--- config.mk ---
export PLATFORM = sky130hd
export DESIGN_NAME = bp_me_mmio_responder
export DESIGN_NICKNAME = d
export VERILOG_FILES = /design/src/rtl/bp_me_mmio_pkg.sv /design/src/rtl/bp_me_mmio_regfile.sv /design/src/rtl/bp_me_mmio_responder.sv
export SDC_FILE = /design/constraint.sdc
export NUM_CORES = 1
export LEC_CHECK = 0
export CORE_UTILIZATION = 30
export CTS_BUF_LIST = sky130_fd_sc_hd__clkbuf_8
export DETAILED_ROUTE_END_ITERATION = 8
export HOLD_SLACK_MARGIN = 0.06
export PLACE_DENSITY = 0.57
export SYNTH_ARGS = -nofsm -noshare
export SYNTH_HDL_FRONTEND = slang
export SYNTH_HIERARCHICAL = 1
export SYNTH_SLANG_ARGS = --single-unit
--- constraint.sdc ---
create_clock -name clk_i -period 14.5 [get_ports clk_i]
set_clock_uncertainty 0.05 [all_clocks]
set_input_delay 2.9 -clock clk_i [delete_from_list [all_inputs] [get_ports clk_i]]
set_output_delay 2.9 -clock clk_i [all_outputs]
set_load 0.005 [all_outputs]
--- src/rtl/bp_me_mmio_pkg.sv ---
// Shared definitions for the BedRock MMIO responder.
// Holds the register-map offsets (low 16 address bits), the responder FSM
// state type, the subset of BedRock memory command types the responder
// recognises, and the byte-mask helper used for sized scratch writes.
package bp_me_mmio_pkg;

    // Region selectors compare offset[15:12]; single-register targets compare all 16 bits.
    localparam logic [3:0]  finish_region_gp  = 4'h0;
    localparam logic [15:0] putchar_addr_gp   = 16'h1000;
    localparam logic [3:0]  scratch_region_gp = 4'h2;
    localparam logic [15:0] counter_addr_gp   = 16'h3000;

    typedef enum logic [1:0] {
        e_idle,
        e_wait,
        e_resp
    } bp_me_mmio_state_e;

    typedef enum logic [3:0] {
        e_bedrock_mem_rd    = 4'd0,
        e_bedrock_mem_wr    = 4'd1,
        e_bedrock_mem_uc_rd = 4'd2,
        e_bedrock_mem_uc_wr = 4'd3
    } bp_bedrock_mem_type_e;

    // Mask covering the low 2^size bytes of a 64-bit word.
    function automatic logic [63:0] size_mask(input logic [1:0] size);
        logic [63:0] mask;
        case (size)
            2'd0:    mask = 64'h0000_0000_0000_00FF;
            2'd1:    mask = 64'h0000_0000_0000_FFFF;
            2'd2:    mask = 64'h0000_0000_FFFF_FFFF;
            default: mask = 64'hFFFF_FFFF_FFFF_FFFF;
        endcase
        return mask;
    endfunction

endpackage

--- src/rtl/bp_me_mmio_regfile.sv ---
// Scratch register array and free-running cycle counter for the MMIO responder.
// Ports:
//   clk_i, reset_i  clock, synchronous active-high reset (clears scratch and counter)
//   wr_v_i          write strobe for scratch[wr_idx_i]
//   wr_idx_i        scratch write index
//   wr_size_i       log2 bytes written; upper bytes of the register are kept
//   wr_data_i       LSB-justified write data
//   rd_idx_i        scratch read index
//   rd_data_o       combinational read of scratch[rd_idx_i]
//   count_o         64-bit cycle counter, +1 every non-reset cycle, wraps
module bp_me_mmio_regfile
    import bp_me_mmio_pkg::*;
#(
    parameter int num_scratch_p = 8,
    parameter int idx_width_p   = 3
) (
    input  logic                   clk_i,
    input  logic                   reset_i,
    input  logic                   wr_v_i,
    input  logic [idx_width_p-1:0] wr_idx_i,
    input  logic [1:0]             wr_size_i,
    input  logic [63:0]            wr_data_i,
    input  logic [idx_width_p-1:0] rd_idx_i,
    output logic [63:0]            rd_data_o,
    output logic [63:0]            count_o
);

    logic [63:0] scratch [num_scratch_p];
    logic [63:0] mask;

    assign mask      = size_mask(wr_size_i);
    assign rd_data_o = scratch[rd_idx_i];

    always_ff @(posedge clk_i) begin
        if (reset_i) begin
            for (int i = 0; i < num_scratch_p; i++) begin
                scratch[i] <= '0;
            end
            count_o <= '0;
        end else begin
            count_o <= count_o + 64'd1;
            if (wr_v_i) begin
                scratch[wr_idx_i] <= (scratch[wr_idx_i] & ~mask) | (wr_data_i & mask);
            end
        end
    end

endmodule

--- src/rtl/bp_me_mmio_responder.sv ---
// BedRock uncached-memory responder: accepts one io_cmd at a time, decodes it
// against a small MMIO map (finish flags, putchar, scratch, cycle counter),
// applies side effects and captures read data on the accept edge, and returns
// the response latency_p cycles later, holding it until resp_yumi_i.
// Ports:
//   clk_i, reset_i        clock, synchronous active-high reset
//   cmd_*_i, cmd_v_i      command header/data and valid
//   cmd_ready_o           high only while idle; accept = cmd_v_i & cmd_ready_o
//   resp_*_o, resp_v_o    echoed header plus read data, valid until yumi
//   resp_yumi_i           consumer takes the response
//   finish_o              sticky per-core finish flags
//   char_o, char_v_o      putchar byte and its one-cycle strobe
//   error_o               sticky flag for unmapped address or illegal type/size
module bp_me_mmio_responder
    import bp_me_mmio_pkg::*;
#(
    parameter int paddr_width_p   = 40,
    parameter int data_width_p    = 64,
    parameter int payload_width_p = 16,
    parameter int num_core_p      = 4,
    parameter int num_scratch_p   = 8,
    parameter int latency_p       = 2
) (
    input  logic                       clk_i,
    input  logic                       reset_i,
    input  logic [3:0]                 cmd_type_i,
    input  logic [paddr_width_p-1:0]   cmd_addr_i,
    input  logic [2:0]                 cmd_size_i,
    input  logic [payload_width_p-1:0] cmd_payload_i,
    input  logic [data_width_p-1:0]    cmd_data_i,
    input  logic                       cmd_v_i,
    output logic                       cmd_ready_o,
    output logic [3:0]                 resp_type_o,
    output logic [paddr_width_p-1:0]   resp_addr_o,
    output logic [2:0]                 resp_size_o,
    output logic [payload_width_p-1:0] resp_payload_o,
    output logic [data_width_p-1:0]    resp_data_o,
    output logic                       resp_v_o,
    input  logic                       resp_yumi_i,
    output logic [num_core_p-1:0]      finish_o,
    output logic [7:0]                 char_o,
    output logic                       char_v_o,
    output logic                       error_o
);

    localparam int scratch_idx_w_lp = (num_scratch_p > 1) ? $clog2(num_scratch_p) : 1;
    localparam int core_idx_w_lp    = (num_core_p > 1) ? $clog2(num_core_p) : 1;
    localparam int cnt_w_lp         = (latency_p > 1) ? $clog2(latency_p) : 1;

    bp_me_mmio_state_e       state;
    logic [cnt_w_lp-1:0]     wait_cnt;
    logic                    accept;
    logic [15:0]             offset;
    logic                    unused_upper_addr;

    logic                    is_rd, is_wr, size_ok, aligned;
    logic                    hit_finish, hit_putchar, hit_scratch, hit_counter, mapped;
    logic                    bad_cmd;
    logic [data_width_p-1:0] rd_value;

    logic [63:0]             rf_rd_data;
    logic [63:0]             count;
    logic                    rf_wr_v;

    assign accept = cmd_v_i & cmd_ready_o;
    assign offset = cmd_addr_i[15:0];
    // Address bits above the 64 KiB window are deliberately ignored.
    assign unused_upper_addr = ^cmd_addr_i[paddr_width_p-1:16];

    always_comb begin
        is_rd       = (cmd_type_i == e_bedrock_mem_rd) || (cmd_type_i == e_bedrock_mem_uc_rd);
        is_wr       = (cmd_type_i == e_bedrock_mem_wr) || (cmd_type_i == e_bedrock_mem_uc_wr);
        size_ok     = (cmd_size_i <= 3'd3);
        aligned     = (offset[2:0] == 3'b000);
        // Indexed regions need 8-byte aligned slots below the configured count.
        hit_finish  = size_ok && aligned && (offset[15:12] == finish_region_gp)
                      && (int'(offset[11:3]) < num_core_p);
        hit_scratch = size_ok && aligned && (offset[15:12] == scratch_region_gp)
                      && (int'(offset[11:3]) < num_scratch_p);
        hit_putchar = size_ok && (offset == putchar_addr_gp);
        hit_counter = size_ok && (offset == counter_addr_gp);
        mapped      = hit_finish || hit_scratch || hit_putchar || hit_counter;
        bad_cmd     = !(is_rd || is_wr) || !mapped;

        rd_value = '0;
        if (is_rd) begin
            if (hit_finish) begin
                rd_value = data_width_p'(finish_o);
            end else if (hit_scratch) begin
                rd_value = data_width_p'(rf_rd_data);
            end else if (hit_counter) begin
                rd_value = data_width_p'(count);
            end
        end
    end

    assign rf_wr_v = accept && is_wr && hit_scratch;

    bp_me_mmio_regfile #(
        .num_scratch_p (num_scratch_p),
        .idx_width_p   (scratch_idx_w_lp)
    ) regfile (
        .clk_i     (clk_i),
        .reset_i   (reset_i),
        .wr_v_i    (rf_wr_v),
        .wr_idx_i  (offset[3 +: scratch_idx_w_lp]),
        .wr_size_i (cmd_size_i[1:0]),
        .wr_data_i (64'(cmd_data_i)),
        .rd_idx_i  (offset[3 +: scratch_idx_w_lp]),
        .rd_data_o (rf_rd_data),
        .count_o   (count)
    );

    always_ff @(posedge clk_i) begin
        if (reset_i) begin
            state       <= e_idle;
            wait_cnt    <= '0;
            cmd_ready_o <= 1'b0;
            resp_v_o    <= 1'b0;
            finish_o    <= '0;
            char_o      <= '0;
            char_v_o    <= 1'b0;
            error_o     <= 1'b0;
        end else begin
            char_v_o <= 1'b0;
            case (state)
                e_idle: begin
                    cmd_ready_o <= 1'b1;
                    if (accept) begin
                        state       <= e_wait;
                        cmd_ready_o <= 1'b0;
                        wait_cnt    <= '0;
                        if (bad_cmd) begin
                            error_o <= 1'b1;
                        end
                        if (is_wr && hit_finish && cmd_data_i[0]) begin
                            finish_o[offset[3 +: core_idx_w_lp]] <= 1'b1;
                        end
                        if (is_wr && hit_putchar) begin
                            char_o   <= cmd_data_i[7:0];
                            char_v_o <= 1'b1;
                        end
                    end
                end
                e_wait: begin
                    // Counter started at 0 on the accept edge, so reaching
                    // latency_p-1 puts resp_v_o exactly latency_p edges later.
                    if (wait_cnt == cnt_w_lp'(latency_p - 1)) begin
                        state    <= e_resp;
                        resp_v_o <= 1'b1;
                    end else begin
                        wait_cnt <= wait_cnt + 1'b1;
                    end
                end
                e_resp: begin
                    if (resp_yumi_i) begin
                        state       <= e_idle;
                        resp_v_o    <= 1'b0;
                        cmd_ready_o <= 1'b1;
                    end
                end
                default: begin
                    state       <= e_idle;
                    cmd_ready_o <= 1'b0;
                    resp_v_o    <= 1'b0;
                end
            endcase
        end
    end

    // Response header and data are captured once and held through RESP.
    always_ff @(posedge clk_i) begin
        if (accept) begin
            resp_type_o    <= cmd_type_i;
            resp_addr_o    <= cmd_addr_i;
            resp_size_o    <= cmd_size_i;
            resp_payload_o <= cmd_payload_i;
            resp_data_o    <= rd_value;
        end
    end

endmodule
; Yosys cells after proc, flatten, opt, wreduce, memory -nomap -nowiden
; Memory sizes are Yosys's and may differ from the RTL's.
; Cells that the tools add are included.
[word_totals]
mem_bits_rw = 512
out_inout_bits = 143
reg_bits = 210
n_memories = 1
[classes]
muxes = 28
magnitude_cmp = 5
n_bitwise = 10
eq_ne = 13
add_sub_neg = 2
reduce_logical = 38
[memory_table]
columns = memory, words, word_bits, read_ports, rd_ports_with_merged_regs, write_ports, line_no
row1 = regfile.scratch, 8, 64, 1, 0, 8, bp_me_mmio_regfile.sv:28  ; logic [63:0] scratch [num_scratch_p];
[op_table]
columns = operator, n
row1 = $mux W64, 3
row2 = $pmux W64 S3, 1
row3 = $and A64 B64 Y64, 2
row4 = $add A64 B1 Y64 const B, 1
row5 = $not A64 Y64, 1
row6 = $or A64 B64 Y64, 1
row7 = $reduce_or A64 Y1, 1
row8 = $eq A16 B13 Y1 const B, 1
row9 = $eq A16 B14 Y1 const B, 1
row10 = $reduce_and A3 Y1, 5
row11 = $mux W1, 14
row12 = $logic_and A1 B1 Y1, 13
row13 = $eq A4 B2 Y1 const B, 3
row14 = $lt A9 B3 Y1 const B, 1
row15 = $lt A9 B4 Y1 const B, 1
row16 = $logic_not A4 Y1, 2
row17 = $logic_or A1 B1 Y1, 7
row18 = $mux W2, 3
row19 = $ne A2 B2 Y1 const B, 3
row20 = $pmux W1 S3, 2
row21 = $pmux W2 S3, 1
row22 = $eq A2 B1 Y1 const B, 2
row23 = $eq A2 B2 Y1 const B, 2
row24 = $eq A4 B1 Y1 const B, 1
row25 = other kinds (18), 24

; Longest topological paths before layout
; Gate-level depths: netlist of run 1.
[depth]
word_depth = 10
ltp_mapped = 10
ltp_nobuf = 7

; Cells and area by module
; Netlist of run 1, hierarchy kept.
[modules_own_cells]
columns = module, area_each_um2, seq_area_each_um2, cells_each, instances
row1 = bp_me_mmio_regfile, 28366.0, 16656.0, 2080, 1
row2 = bp_me_mmio_responder, 6025.8, 4194.0, 465, 1

; Worst setup path before layout of run 1
; OpenSTA, ideal clock, no wires.
[synth_timing]
kind = in2reg
from = in cmd_addr_i[10]
to = mem regfile.scratch[2][0], enable pin
t_arrival_ps = 6085
setup_time_ps = 433
cell_stages = 9
slack_ps = 7933
path_buffers = 2
required_time_ps = 14017
path_cell_list = nor4_4 and4_1 nand2b_1 nor3_1 nor3b_1 clkbuf_1 nand2_1 clkbuf_1 nand2b_1
[synth_rtl]
columns = item, line_no
row1 = "start, declared", bp_me_mmio_responder.sv:27  ; input logic [paddr_width_p-1:0] cmd_addr_i,
row2 = "end, declared", bp_me_mmio_regfile.sv:28

==> reports/metrics.yaml, run 1 <==
run_status: "completed"
synth_edf_count: 639
cp-end-kind: "register"
postCtsSetupBuffers: 0
worstHoldPathType: "reg2reg"
routed-via-count: 23100
grt_pass1_vias: 23100
synthDistinctLibCells: 54
die_area_um2: 116000
drive_gt1_share_pct: 18.2
setup_tns_ns: 0
synth_compound_gate_area_share_pct: 4.46
place_congestion: 0.798
cts_tree: "built"
syn_to_final_growth_pct: 19.2
r2r-start: "cmd_ready_o"
routedWlPerCell_um: 23.8
report.final.hold_viol_count: 0
yosysSeqAreaShare_pct: 60.6
first_pass_iters: 5
drtAntennaViolNets: 0
syn_inst: 2545
crit_arrival_ns: 7.36
overflow: 0
dominantRegCellSynth: "edfxtp_1"
async_flop_share_pct: 0
grt_pass1_wl_mm: 152
drcViolationCount: 0
yosys.area_share.simple_pct: 13.5
syn_area_per_cell_um2: 13.5
fin_crit_sh_pct: 48.5
muxShareOfSynthArea_pct: 18.1
grt_start_max_net_pins: 100
preCtsSetupSlack_ns: 6.73
final.min_clock_period_ns: 7.04
p_per_area_nw_per_um2: 112
core_area_um2: 113000
pin_count: 274
rsz0062_at_grt: "no"
crit_type: "in2reg"
die_x_um: 341
reg2reg_depth: 6
max_slew_margin_pct: 16.7
io_buffers: 273
worst_slack_ns: 7.46
nFillCells: 10900
cts.repair.resized: 0
drt_iter0_markers: 2231
finish.instance_area_um2: 41000
placed_area_um2: 38600
hpwl_mm: 62.9
synthesis.nets: 2677
clock_sinks: 722
hold_slack_ns: 0.397
synth-adder-area-share_pct: 0.0364
clk_path_buf_depth: 3
synth-xor-area-share_pct: 0.739
wirelength_mm: 104
syn_area_um2: 34400
ir_worst_vdd_mv: 0.0853
slew_violations: 0
worst_pin_slew_ns: 1.23
rr_endpoint: "regfile/scratch[6][52]"
antenna_found_initial: 9
cp-start-kind: "input port"
cts_hold_buf: 0
worstPathRequired_ns: 14.82
clkSlewWorstSetupHoldPaths_ns: 0.07
worst-r2r-setup-slack_ns: 10.95
rows: 123
ys_seq_elements: 722
clock.fmax_ghz: 0.142
clock_latency_ns: 0.75
path_max_fanout: 57
synth_top_family_by_area: "multiplexers"
die_h_um: 341
fin_nets: 2904
hp-start: "error_o"
setup_viol: 0
min_to: "error_o"
initial_core_util_pct: 30.4
numCtsBuffers: 114
p_leak_nw: 13.7
drv_cap: 0
viasPerCell: 5.28
yosysWarningCount: 6
min_delay_path_depth: 2
track_usage_pct: 17.4
root_buffer: "clkbuf_8"
htree_levels: 3
## per-stage QoR
stage / power, W / utilization (%) / std cells
after floorplan: 0.00264 / - / 2545
after CTS: 0.00463 / 36.2 / 4367
after global placement: 0.00282 / 34.2 / 4156
final: 0.00459 / 36.2 / 4369
after global routing: 0.00475 / 36.2 / 4368
after detailed placement: 0.00282 / 34.2 / 4156
## synth_stat cells, types with 2 or more instances
cell type,n,area share (%)
edfxtp_1,639,56
nor2_1,531,5.8
mux4_2,212,14
clkbuf_1,145,1.6
a21oi_1,142,2.1
nand3_1,110,1.6
dfxtp_1,83,4.8
mux2i_1,71,2.1
mux2_2,66,2.2
nand3b_1,58,1.3
and3_1,56,1.0
buf_1,43,0.47
nand2_1,41,0.45
o21ai_0,32,0.47
a221oi_1,26,0.66
nand2b_1,24,0.44
o31ai_1,24,0.52
and2_1,22,0.40
nand4_1,20,0.36
inv_1,18,0.20
or4_1,18,0.39
or3_1,17,0.31
nor3_1,15,0.22
xnor2_1,15,0.38
xor2_1,14,0.36
buf_2,13,0.19
o21ai_1,12,0.17
o22ai_1,11,0.20
and3b_1,9,0.23
and4_1,8,0.20
nor2b_1,7,0.13
nor4_1,7,0.13
a31oi_1,4,0.073
nand4b_1,4,0.10
o32ai_1,4,0.10
nor4_4,3,0.19
nor3b_1,2,0.044
o211ai_1,2,0.044
o22a_1,2,0.051
## worst max-delay path, cell delays in order
cell	delay [ns]
clkdlybuf4s50_1	0.46
nor4_4	0.57
and4_2	0.31
buf_4	0.52
nand2b_1	0.11
nor3_1	0.24
and3b_1	0.81
nand2_2	0.16
nand2b_4	0.54
buf_4	0.65
## power breakdown
group | total [W] | switching [W] | internal [W]
registers | 0.00236 | 0.0000324 | 0.00233
logic | 0.000420 | 0.000237 | 0.000183
clock network | 0.00181 | 0.000846 | 0.000961
## layer usage
layer / up-vias / GRT usage, % / part of all wire, %
li1: 10200 / - / -
met1: 11800 / 22.9 / 42
met2: 903 / 28.3 / 47
met3: 156 / 4.12 / 8.2
met4: 14 / 5.72 / 2.6
met5: - / 0 / 0.077
## layout by cell type (no fill, tap or decap), types with 32 or more instances in the layout
cell type          n
nand3b_1          58
dfxtp_1           83
nand3_1          108
nand2_1           34
mux2_2            66
edfxtp_1         639
clkbuf_8         119
buf_4             41
o21ai_0           32
a21oi_1          142
nor2_1           529
inv_1             39
clkdlybuf4s50_1  268
mux4_2           212
mux2i_1           71
and3_1            56
## worst max-delay path by stage
| stage | from | to |
|---|---|---|
| 6_report | cmd_addr_i[10] | regfile/scratch[6][52] |
| 5_1_grt | cmd_addr_i[10] | regfile/scratch[2][45] |
| 4_1_cts | cmd_addr_i[10] | regfile/scratch[0][32] |
| 3_5_place_dp | cmd_addr_i[10] | regfile/scratch[0][45] |
| 3_3_place_gp | cmd_addr_i[10] | regfile/scratch[2][42] |
| 2_1_floorplan | cmd_addr_i[10] | regfile/scratch[2][0] |
## sequential cells by signal, summed over array words and instances (netlist names), 2 cells and up
| register | count |
|---|---|
| char_o | 8 |
| finish_o | 4 |
| regfile/count_o | 64 |
| regfile/scratch | 512 |
| resp_addr_o | 40 |
| resp_data_o | 64 |
| resp_payload_o | 16 |
| resp_size_o | 3 |
| resp_type_o | 4 |
| state | 2 |
## logic make-up after synthesis
kind of cell / Yosys count
buffers and inverters: 221
AOI/OAI and AO/OA: 263
DFF: 722
muxes: 349
adders and majority gates: 1
and+or+nand+nor: 960
xor gates and xnor gates: 29
## area by class of cell
class / instances / area, µm² / share of cell area, %
Timing Repair Buffer: 314 / 3060 / 7.46
Clock inverter: 92 / 702 / 1.71
Multi-Input combinational cell: 1602 / 12800 / 31.2
Antenna cell: 2 / 5.00 / 0.0122
Inverter: 18 / 72.6 / 0.177
Clock buffer: 119 / 1640 / 4.00
Tap cell: 1500 / 1880 / 4.58
Sequential cell: 722 / 20900 / 50.9
No activity file was read; power rests on OpenSTA's default activity.
==> run 2, diff against run 1 <==
==> constraint.sdc (replaced) <==
create_clock -name clk_i -period 6.5 [get_ports clk_i]
set_clock_uncertainty 0.05 [all_clocks]
set_input_delay 1.3 -clock clk_i [delete_from_list [all_inputs] [get_ports clk_i]]
set_output_delay 1.3 -clock clk_i [all_outputs]
set_load 0.005 [all_outputs]
==> run 2 against run 1 <==
  * Non-clock buffer count rose by 8
  * Power rose by 120%
  * Die area is the same
  * Clock-buffer cell count rose by 4
==> reports/metrics.yaml, run 2 (same netlist as run 1, synthesis figures left out) <==
run_status: "completed"
root_buffer: "clkbuf_8"
setup_viol: 0
p_leak_nw: 13.8
track_usage_pct: 17.1
cts.repair.resized: 0
worstHoldPathType: "reg2reg"
drv_cap: 0
max_slew_margin_pct: 20.0
crit_end: "regfile/scratch[7][26]"
clk_path_buf_depth: 3
routedWlPerCell_um: 23.2
drt_iter0_markers: 1823
multiInputGateArea_um2: 12800
drive_gt1_share_pct: 17.7
worst_pin_slew_ns: 1.19
crit_type: "in2reg"
reg2reg_depth: 5
io_buffers: 273
top_register: "regfile/scratch"
largest_reg_flops: 512
antenna_found_initial: 7
htree_levels: 3
clock_latency_ns: 0.77
worst-r2r-setup-slack_ns: 3.11
core_area_um2: 113000
cp_slowest_stage_delay_ns: 0.59
rsz0062_at_grt: "no"
grt_pass1_wl_mm: 150
die_area_um2: 116000
cts_hold_buf: 0
cts_tree: "built"
crit_arrival_ns: 4.75
nFillCells: 10900
path_cells: "clkdlybuf4s50_1 > nor4_4 > and4_2 > nand2b_1 > nor3_1 > and3b_1 > nand3_2 > nand2b_4 > buf_12"
mostFrequentLayoutCell: "edfxtp_1"
register_area_um2: 20900
overflow: 0
clock.fmax_ghz: 0.227
wl_met3_mm: 7.60
placed_area_um2: 38800
postCtsSetupBuffers: 0
report.final.hold_viol_count: 0
die_x_um: 341
fin_crit_sh_pct: 67.7
grt_start_max_net_pins: 123
drcViolationCount: 0
slew_violations: 0
cp-startpoint: "cmd_addr_i[10]"
drt-met1-wl_mm: 43.4
numCtsBuffers: 117
routed-via-count: 23000
crit_slowest_cell: "nand2b_4"
fin_nets: 2915
path_max_fanout: 35
layout_common_cells: "639 x edfxtp_1, 529 x nor2_1, 268 x clkdlybuf4s50_1, 212 x mux4_2, 142 x a21oi_1"
viasPerCell: 5.25
worstPathRequired_ns: 6.85
clock_sinks: 722
finish.instance_area_um2: 40900
drtAntennaViolNets: 0
setup_tns_ns: 0
place_congestion: 0.811
wl_met2_mm: 47.7
initial_core_util_pct: 30.4
cp-end-kind: "register"
worstSetupPathDepth: 9
pin_count: 274
wirelength_mm: 102
hpwl_mm: 62.4
cp_top_family: "simple AND/OR/NAND/NOR gates"
rr_endpoint: "regfile/count_o[51]"
rows: 123
grt_pass1_vias: 22600
final.min_clock_period_ns: 4.40
ir_worst_vdd_mv: 0.132
fin_util_pct: 36.2
first_pass_iters: 5
r2r-start: "regfile/count_o[5]"
cp-start-kind: "input port"
worst-path-buf-inv: 2
top_layer: "met5"
syn_to_final_growth_pct: 19.0
die_h_um: 341
p_per_area_nw_per_um2: 241
power_w: 0.00986
top_regs: "regfile/scratch: 512 flops, regfile/count_o: 64 flops, resp_data_o: 64 flops"
clkSlewWorstSetupHoldPaths_ns: 0.06
==> run 2: layout make-up <==
cell class | count | area share [%]
Clock buffer | 123 | 4.13
Sequential cell | 722 | 50.9
Antenna cell | 3 | 0.0183
Multi-Input combinational cell | 1602 | 31.2
Clock inverter | 95 | 1.06
Timing Repair Buffer | 322 | 7.86
Tap cell | 1500 | 4.58
Inverter | 18 | 0.177
==> run 2: routing by layer <==
| metal | vias to the layer above | track usage [%] |
|---|---|---|
| li1 | 10200 | - |
| met1 | 11800 | 22.9 |
| met2 | 849 | 27.4 |
| met3 | 150 | 3.55 |
| met4 | 8 | 6.31 |
| met5 | - | 0 |
==> run 2: through the flow <==
| step | instances | hold slack, ns | worst slack, ns |
|---|---|---|---|
| 3_3_place_gp | 4164 | 0.395 | 1.49 |
| 3_5_place_dp | 4164 | 0.397 | 1.41 |
| 2_1_floorplan | 2545 | 0.391 | 1.53 |
| 4_1_cts | 4382 | 0.414 | 2.22 |
| 5_1_grt | 4383 | 0.425 | 2.01 |
| 6_report | 4385 | 0.411 | 2.10 |
==> run 2: worst min-delay path by stage <==
stage | startpoint | end | slack [ns] | cells after the start
after floorplan | regfile/count_o[0] | regfile/count_o[0] | 0.39 | 1
after global placement | error_o | error_o | 0.40 | 2
after detailed placement | error_o | error_o | 0.40 | 2
after CTS | error_o | error_o | 0.41 | 2
after global routing | error_o | error_o | 0.43 | 2
final | error_o | error_o | 0.41 | 2
==> run 2: worst register-to-register path: cells and delay by family, from the launching register on <==
kind,cells,cell delay [ns]
AO/OA/AOI/OAI,1,0.15
flip-flops,1,0.47
AND/OR/NAND/NOR,4,2.64
==> run 2: report_power, final <==
group / total, W / leakage [nW] / switching [W] / internal [W]
Clock: 0.00365 / 1.26 / 0.00186 / 0.00179
Sequential: 0.00526 / 7.19 / 0.0000693 / 0.00519
Combinational: 0.000953 / 5.34 / 0.000536 / 0.000417
Total: 0.00986 / 13.8 / 0.00247 / 0.00739
==> run 3, diff against run 2 <==
==> constraint.sdc (replaced) <==
create_clock -name clk_i -period 4.3 [get_ports clk_i]
set_clock_uncertainty 0.05 [all_clocks]
set_input_delay 0.86 -clock clk_i [delete_from_list [all_inputs] [get_ports clk_i]]
set_output_delay 0.86 -clock clk_i [all_outputs]
set_load 0.005 [all_outputs]
==> run 3 against run 2 <==
  * Sequential cell count stayed put
  * Global-route usage is 0.41 points higher
  * Die area stayed put
  * Critical endpoint is now regfile/scratch[1][63]
==> reports/metrics.yaml, run 3 (same netlist as run 1, synthesis figures left out) <==
run_status: "completed"
cp_common_cell: "buf_4"
path_max_fanout: 56
pwr-share-seq_pct: 51.0
p_comb_share_pct: 9.8
p_leak_nw: 14.3
fin_crit_sh_pct: 77.3
slew_violations: 0
cts_hold_buf: 0
clock.fmax_ghz: 0.301
postCtsSetupBuffers: 0
clock_power_share_pct: 39.2
p_per_area_nw_per_um2: 371
hpwl_mm: 65.8
layout_common_cells: "639 x edfxtp_1, 529 x nor2_1, 268 x clkdlybuf4s50_1, 212 x mux4_2, 142 x a21oi_1"
internal_power_w: 0.0118
crit_slowest_cell: "clkdlybuf4s50_1"
worst_pin_slew_ns: 1.12
place_congestion: 0.819
clock_latency_ns: 0.76
cp-start-kind: "input port"
cp_slowest_stage_delay_ns: 0.46
root_buffer: "clkbuf_8"
overflow: 0
path_cells: "clkdlybuf4s50_1 > nor4_4 > buf_4 > and4_2 > nand2b_1 > nor3_1 > buf_4 > nor3b_2 > buf_4 > nand2_2 > buf_4 > and3b_1"
antenna_found_initial: 8
crit_type: "in2reg"
die_h_um: 341
max_slew_margin_pct: 24.2
cp_top_family: "simple AND/OR/NAND/NOR gates"
wirelength_mm: 103
worstHoldPathType: "in2reg"
top_regs: "regfile/scratch: 512 flops, regfile/count_o: 64 flops, resp_data_o: 64 flops"
htree_levels: 3
mostFrequentLayoutCell: "edfxtp_1"
initial_core_util_pct: 30.4
fin_nets: 2984
die_x_um: 341
routedWlPerCell_um: 23.1
numCtsBuffers: 116
rsz0062_at_grt: "no"
pin_count: 274
cp-end-kind: "register"
cts_tree: "built"
nFillCells: 10900
hold_slack_ns: 0.411
drt_iter0_markers: 2158
drcViolationCount: 0
track_usage_pct: 17.5
setup_viol: 0
report.final.hold_viol_count: 0
drive_gt1_share_pct: 20.4
viasPerCell: 5.21
worst-path-buf-inv: 5
clock_sinks: 722
multiInputGateArea_um2: 12800
crit_arrival_ns: 3.89
worstPathRequired_ns: 4.87
syn_to_final_growth_pct: 22.1
drtAntennaViolNets: 0
ir_worst_vdd_mv: 0.237
largest_reg_flops: 512
register_area_um2: 20900
grt_start_max_net_pins: 80
core_area_um2: 113000
rows: 123
setup_tns_ns: 0
power.switching_w: 0.00380
drv_cap: 0
final.min_clock_period_ns: 3.32
die_area_um2: 116000
io_buffers: 273
cts.repair.resized: 0
clk_path_buf_depth: 3
grt_pass1_wl_mm: 153
grt_pass1_vias: 23000
routed-via-count: 23200
first_pass_iters: 5
clkSlewWorstSetupHoldPaths_ns: 0.06
switching_share_pct: 24.4
top_register: "regfile/scratch"
-- run 3: layer usage --
layer | up-vias | global-route usage [%] | wire length [µm]
met4 | 12 | 5.51 | 2480
met2 | 942 | 28.4 | 48600
met1 | 11700 | 23.5 | 43400
met3 | 150 | 3.68 | 8510
met5 | - | 0 | 65
li1 | 10400 | - | -
-- run 3: cell type report --
| class | instances | share of cell area, % |
|---|---|---|
| multi-input cells | 1602 | 30.5 |
| inverters | 18 | 0.173 |
| flip-flops and latches | 722 | 49.7 |
| diodes | 1 | 0.00596 |
| well taps | 1500 | 4.47 |
| clock buffers | 118 | 3.87 |
| repair buffers | 392 | 9.60 |
| clock inverters | 97 | 1.76 |
-- run 3: final timing paths --
kind                                          from                endpoint  slack, ns  cells past startpoint
worst max register to register  regfile/count_o[5]     regfile/count_o[49]       1.11                      6
worst max-delay path                 cmd_size_i[2]  regfile/scratch[1][63]       0.98                     12
worst min register to register             error_o                 error_o       0.41                      2
worst min-delay path                       reset_i               char_o[1]       0.41                      2
-- run 3: metrics by stage --
step	cell area, µm²	instances	utilization, %	total power, W	worst slack [ns]
after floorplan	34400	2545	-	0.00888	0.359
after global placement	39600	4234	35.0	0.00961	0.201
after detailed placement	39600	4234	35.0	0.00962	0.260
after CTS	42000	4449	37.1	0.0157	1.06
after global routing	42000	4450	37.1	0.0161	0.906
final	42000	4450	37.1	0.0156	0.977
-- run 3: power by group through the flow --
stage	Sequential (W)	Combinational (W)	Clock, W
finish	0.00794	0.00152	0.00611
global route	0.00796	0.00163	0.00656
CTS	0.00794	0.00154	0.00626
detailed placement	0.00809	0.00153	0
global placement	0.00808	0.00153	0
floorplan	0.00807	0.000815	0
